===== src/rtl/fetch_pkg.sv =====
// Shared types and constants for the instruction fetch unit and its prefetch FIFO.
package fetch_pkg;

    localparam int unsigned PC_STEP          = 4;
    localparam logic [31:0] NOP_INST         = 32'h0000_0013;
    localparam logic [31:0] DEFAULT_RESET_PC = 32'h0000_0000;

    typedef struct packed {
        logic [31:0] pc;
        logic [31:0] inst;
    } fetch_entry_t;

endpackage


===== src/rtl/fetch_fifo.sv =====
// Prefetch FIFO of {pc, inst} entries; flush clears pointers and count, reset also clears storage.
module fetch_fifo
    import fetch_pkg::*;
#(
    parameter int unsigned DEPTH = 2
) (
    input  logic                       clk,
    input  logic                       rst,
    input  logic                       i_flush,
    input  logic                       i_push,
    input  logic                       i_pop,
    input  fetch_entry_t               i_data,
    output fetch_entry_t               o_head,
    output logic [$clog2(DEPTH+1)-1:0] o_count
);

    localparam int unsigned AW = (DEPTH > 1) ? $clog2(DEPTH) : 1;
    localparam int unsigned CW = $clog2(DEPTH + 1);

    fetch_entry_t   r_mem [DEPTH];
    logic [AW-1:0]  r_wr_ptr;
    logic [AW-1:0]  r_rd_ptr;
    logic [CW-1:0]  r_count;
    logic           w_do_push;
    logic           w_do_pop;

    // A push into a full FIFO is only legal when the head leaves in the same cycle.
    assign w_do_pop  = i_pop && (r_count != '0);
    assign w_do_push = i_push && ((r_count < CW'(DEPTH)) || w_do_pop);

    always_ff @(posedge clk or posedge rst) begin
        if (rst) begin
            r_wr_ptr <= '0;
            r_rd_ptr <= '0;
            r_count  <= '0;
            for (int unsigned i = 0; i < DEPTH; i++) begin
                r_mem[i] <= '0;
            end
        end else if (i_flush) begin
            r_wr_ptr <= '0;
            r_rd_ptr <= '0;
            r_count  <= '0;
        end else begin
            if (w_do_push) begin
                r_mem[r_wr_ptr] <= i_data;
                r_wr_ptr        <= r_wr_ptr + 1'b1;
            end
            if (w_do_pop) begin
                r_rd_ptr <= r_rd_ptr + 1'b1;
            end
            if (w_do_push && !w_do_pop) begin
                r_count <= r_count + 1'b1;
            end else if (!w_do_push && w_do_pop) begin
                r_count <= r_count - 1'b1;
            end
        end
    end

    assign o_head  = r_mem[r_rd_ptr];
    assign o_count = r_count;

endmodule


===== src/rtl/inst_fetch_unit.sv =====
// Instruction fetch unit: PC, memory address, prefetch FIFO to decode, redirect/flush.
// Optional misaligned-redirect fault is enabled with `define FETCH_MISALIGN_EN.
module inst_fetch_unit
    import fetch_pkg::*;
#(
    parameter logic [31:0] RESET_PC = DEFAULT_RESET_PC,
    parameter int unsigned DEPTH    = 2,
    parameter int unsigned MEM_AW   = 10
) (
    input  logic        clk,
    input  logic        rst,
    output logic [31:0] mem_addr,
    input  logic [31:0] mem_inst,
    output logic        out_valid,
    input  logic        out_ready,
    output logic [31:0] out_inst,
    output logic [31:0] out_pc,
    input  logic        redirect_valid,
    input  logic [31:0] redirect_pc,
    output logic        fetch_fault
);

    localparam int unsigned CW = $clog2(DEPTH + 1);

    logic [31:0]    r_pc;
    logic [31:0]    w_target_pc;
    logic           w_fault;
    logic           w_fetch;
    logic           w_pop;
    logic [CW-1:0]  w_count;
    fetch_entry_t   w_push_entry;
    fetch_entry_t   w_head;

`ifdef FETCH_MISALIGN_EN
    logic r_fault;

    always_ff @(posedge clk or posedge rst) begin
        if (rst) begin
            r_fault <= 1'b0;
        end else if (redirect_valid) begin
            r_fault <= |redirect_pc[1:0];
        end
    end

    assign w_target_pc = redirect_pc;
    assign w_fault     = r_fault;
`else
    logic w_unused_lo;

    assign w_unused_lo = ^redirect_pc[1:0];
    assign w_target_pc = {redirect_pc[31:2], 2'b00};
    assign w_fault     = 1'b0;
`endif

    assign out_valid = (w_count != '0) && !redirect_valid && !w_fault;
    assign w_pop     = out_valid && out_ready;
    assign w_fetch   = !rst && !redirect_valid && !w_fault
                       && ((w_count < CW'(DEPTH)) || w_pop);

    always_ff @(posedge clk or posedge rst) begin
        if (rst) begin
            r_pc <= RESET_PC;
        end else if (redirect_valid) begin
            r_pc <= w_target_pc;
        end else if (w_fetch) begin
            r_pc <= r_pc + 32'(PC_STEP);
        end
    end

    // Word index split at MEM_AW: the low field is what the memory decodes.
    assign mem_addr = {2'b00, r_pc[31:MEM_AW+2], r_pc[MEM_AW+1:2]};

    assign w_push_entry.pc   = r_pc;
    assign w_push_entry.inst = mem_inst;

    fetch_fifo #(
        .DEPTH (DEPTH)
    ) u_fifo (
        .clk     (clk),
        .rst     (rst),
        .i_flush (redirect_valid),
        .i_push  (w_fetch),
        .i_pop   (w_pop),
        .i_data  (w_push_entry),
        .o_head  (w_head),
        .o_count (w_count)
    );

    assign out_inst    = w_head.inst;
    assign out_pc      = w_head.pc;
    assign fetch_fault = w_fault;

endmodule


===== config.mk =====
export PLATFORM = sky130hd
export DESIGN_NAME = inst_fetch_unit
export DESIGN_NICKNAME = d
export VERILOG_FILES = /design/src/rtl/fetch_pkg.sv /design/src/rtl/fetch_fifo.sv /design/src/rtl/inst_fetch_unit.sv
export SDC_FILE = /design/constraint.sdc
export NUM_CORES = 1
export LEC_CHECK = 0
export ABC_AREA = 1
export CAP_MARGIN = 20
export CELL_PAD_IN_SITES_DETAIL_PLACEMENT = 1
export CELL_PAD_IN_SITES_GLOBAL_PLACEMENT = 1
export CORE_MARGIN = 1
export CORE_UTILIZATION = 35
export DETAILED_ROUTE_END_ITERATION = 16
export PLACE_DENSITY = 0.89
export SKIP_LAST_GASP = 1
export SYNTH_ARGS = -nofsm -noshare
export SYNTH_HDL_FRONTEND = slang
export SYNTH_SLANG_ARGS = --single-unit

===== constraint.sdc =====
create_clock -name clk -period 7.48 [get_ports clk]
set_clock_uncertainty 0.1 [all_clocks]
set_input_delay 1.496 -clock clk [delete_from_list [all_inputs] [get_ports clk]]
set_output_delay 1.496 -clock clk [all_outputs]
set_load 0.05 [all_outputs]

==> impl_metrics.toml <==
[power]
switching_share_pct = 40.57
finalPower_mw = 3.466
combPwrFrac_pct = 38.1
switchingPower_mw = 1.406
power_frac_seq_pct = 35.7
peakVddDrop_mv = 0.1398
power_density_nw_per_um2 = 345.0
cellLeakagePower_nw = 4.932
p_int_mw = 2.060
clkPwrFrac_pct = 26.2

[clocking]
h-tree-depth = 4
hold_buffers = 0
clockBufferDepth = 2
cts_resized = 0
cts_root_buffer = "clkbuf_16"
clk_latency_ns = 0.43
cts_setup_buffers = 0
clk_pin_slew_ns = 0.06
cts_buffers = 17
cts_tree = "yes"
clkSinkCount = 158

[drt]
drtAntennaViolNets = 0
num_vias = 7148
route.detailed.drc = 0
postRouteWirelength_microns = 22620
viasPerCell = 4.899
wl_per_cell_microns = 15.50
first_pass_iters = 4
drtIter0Drc = 293

[synth]
synth_most_common_cell = "nand2_1"
synth_area_per_cell_sq_um = 7.498
async_reset_ff_share_pct = 100.0
syn_inst = 1032
synth_edf_count = 0
synth_seq_cells = 158
yosys-top-cells-count = "nand2_1, dfrtp_1, o21ai_1"
yosysTopAreaCell = "dfrtp_1"
ys_warn_count = 0
synth_cell_type_count = 30
yosysTopAreaCellShare_pct = 51.10
syn_area_sq_um = 7737
synthTopCellsByArea = "dfrtp_1, nand2_1, o21ai_1"
yosysSeqAreaShare_pct = 51.10
ys_dominant_reg_cell = "dfrtp_1"

[floorplan]
start_util_pct = 35.56
fp.dieW_microns = 150.7
placementRows = 54
core_sq_um = 21760
die_area_sq_um = 22710
io_pins = 166
die_y_microns = 150.7

[placement]
io_buffer_count = 158
place_area_sq_um = 9429
dpl.cell_count = 1427
gp_congestion = 0.8200
dp_hpwl_microns = 15600
pre_cts_ws_ns = 2.757

[timing]
finalMaxSlewViolations = 0
rsz0062_at_grt = "false"
layout_setup_ws_ns = 2.751
setup_viol = 0
tns_ns = 0
fmax_mhz = 211.4
hold_viol = 0
max-slew-margin-rel_pct = 37.02
worst_pin_slew_ns = 0.9446
finalCriticalPeriod_ns = 4.729
fin_crit_sh_pct = 63.23
holdWs_ns = 0.3858

[grt]
busiest_layer = "met2"
antenna_found_initial = 0
grt_overflow_total = 0
grtUsageMet1_pct = 26.79
grt_usage_pct = 20.75
grt_pass1_vias = 7232
grt_max_degree = 86
grt_pass1_wl_microns = 36450
grtUsageMet3_pct = 3.333
met2_usage_pct = 35.30

[final_layout]
stdcell_area_sq_um = 10040
syn_to_final_growth_pct = 29.82
fin_util_pct = 46.17
nNetsFinal = 1235
fin_cells = 1459
nFillCells = 2678
num_antenna_cells = 0
final_layout_size_suffix_gt1_share_pct = 4.495

[min_path]
hold_depth = 2
worstHoldEndpoint = "u_fifo.r_mem[88]"
min_path_type = "flop to flop"
hp-start = "u_fifo.r_mem[88]"

[run]
drv_cap = 0

[worst_setup_path]
r2r_slack_ns = 4.70
critPathCaptureType = "output pin"
cp.arrival_ns = 3.13
cp-start-kind = "input port"
crit_required_ns = 5.88
r2r_start = "u_fifo.o_count[1]"
path_class = "input port to output pin"
crit_fanout = 36
timing.rr.end = "u_fifo.r_mem[69]"
reg2reg_depth = 7

[status]
status = "finished, final reports clean"
[cell families after synthesis]
group           after synthesis  synth area share (%)
simple gates                542                 27.51
xor+xnor                      5                0.5660
other cells                   1               0.04847
buf+inv                     149                 8.652
compound gates              176                 11.97
flops                       158                 51.10
fa+ha+maj                     1                0.1617
[final cells by class]
class	instances	area (sq um)	area share (%)
clock buffers	20	456.7	4.547
repair buffers	164	1627	16.19
multi-input cells	729	3129	31.15
flip-flops and latches	158	3955	39.37
well taps	280	350.3	3.488
clock inverters	12	158.9	1.582
inverters	96	367.9	3.662
[state kept, by name, summed over array words and instances, names as in the netlist]
| signal | cells |
|---|---|
| u_fifo.o_count | 2 |
| u_fifo.r_mem | 124 |
| u_fifo.r_rd_ptr | 1 |
| r_pc | 30 |
| u_fifo.r_wr_ptr | 1 |
[routing by layer]
layer / part of all wire, % / vias up / wire, microns
li1: - / 3476 / -
met1: 45 / 3473 / 10250
met2: 48 / 170 / 10820
met3: 5.0 / 29 / 1130
met4: 1.8 / 0 / 413
met5: 0 / - / 0
[cells in the final DEF, fill, tap and decap left out, drive strengths merged]
master         Yosys  routed
buf               29       6
and2               2       2
nand3             31      31
clkinvlp           0       2
nor2              43      43
o31ai              1       1
xor2               4       4
a21oi              5       5
ha                 1       1
nand2            466     466
clkdlybuf4s50      0     158
xnor2              1       1
o211ai             2       2
clkbuf            24      20
o22ai              2       2
dfrtp            158     158
o21bai             5       5
o221ai             3       3
o21ai            158     158
clkinv             0       5
conb               1       5
inv               96      98
bufinv             0       3
[worst max-delay path by stage]
stage,slack [ns],start,to,cells after the start
after floorplan,1.62,rst,r_pc[10],1
after global placement,2.76,redirect_valid,out_valid,4
after detailed placement,2.76,redirect_valid,out_valid,4
after CTS,2.74,redirect_valid,out_valid,4
after global routing,2.66,redirect_valid,out_valid,4
final,2.75,redirect_valid,out_valid,4
[power by group through the flow]
stage                     clock, mW  combinational [mW]  sequential, mW
after detailed placement          0                1.33            1.25
after global routing          0.967                1.43            1.27
after global placement            0                1.30            1.23
after floorplan                   0               0.851            1.28
final                         0.909                1.32            1.24
after CTS                     0.930                1.34            1.24
[worst max-delay path, stage by stage]
cell             delay, ns
clkdlybuf4s50_1       0.39
buf_4                 0.26
a21oi_1               0.16
clkdlybuf4s50_1       0.82
Note: power is estimated with default switching activity, not from simulation.
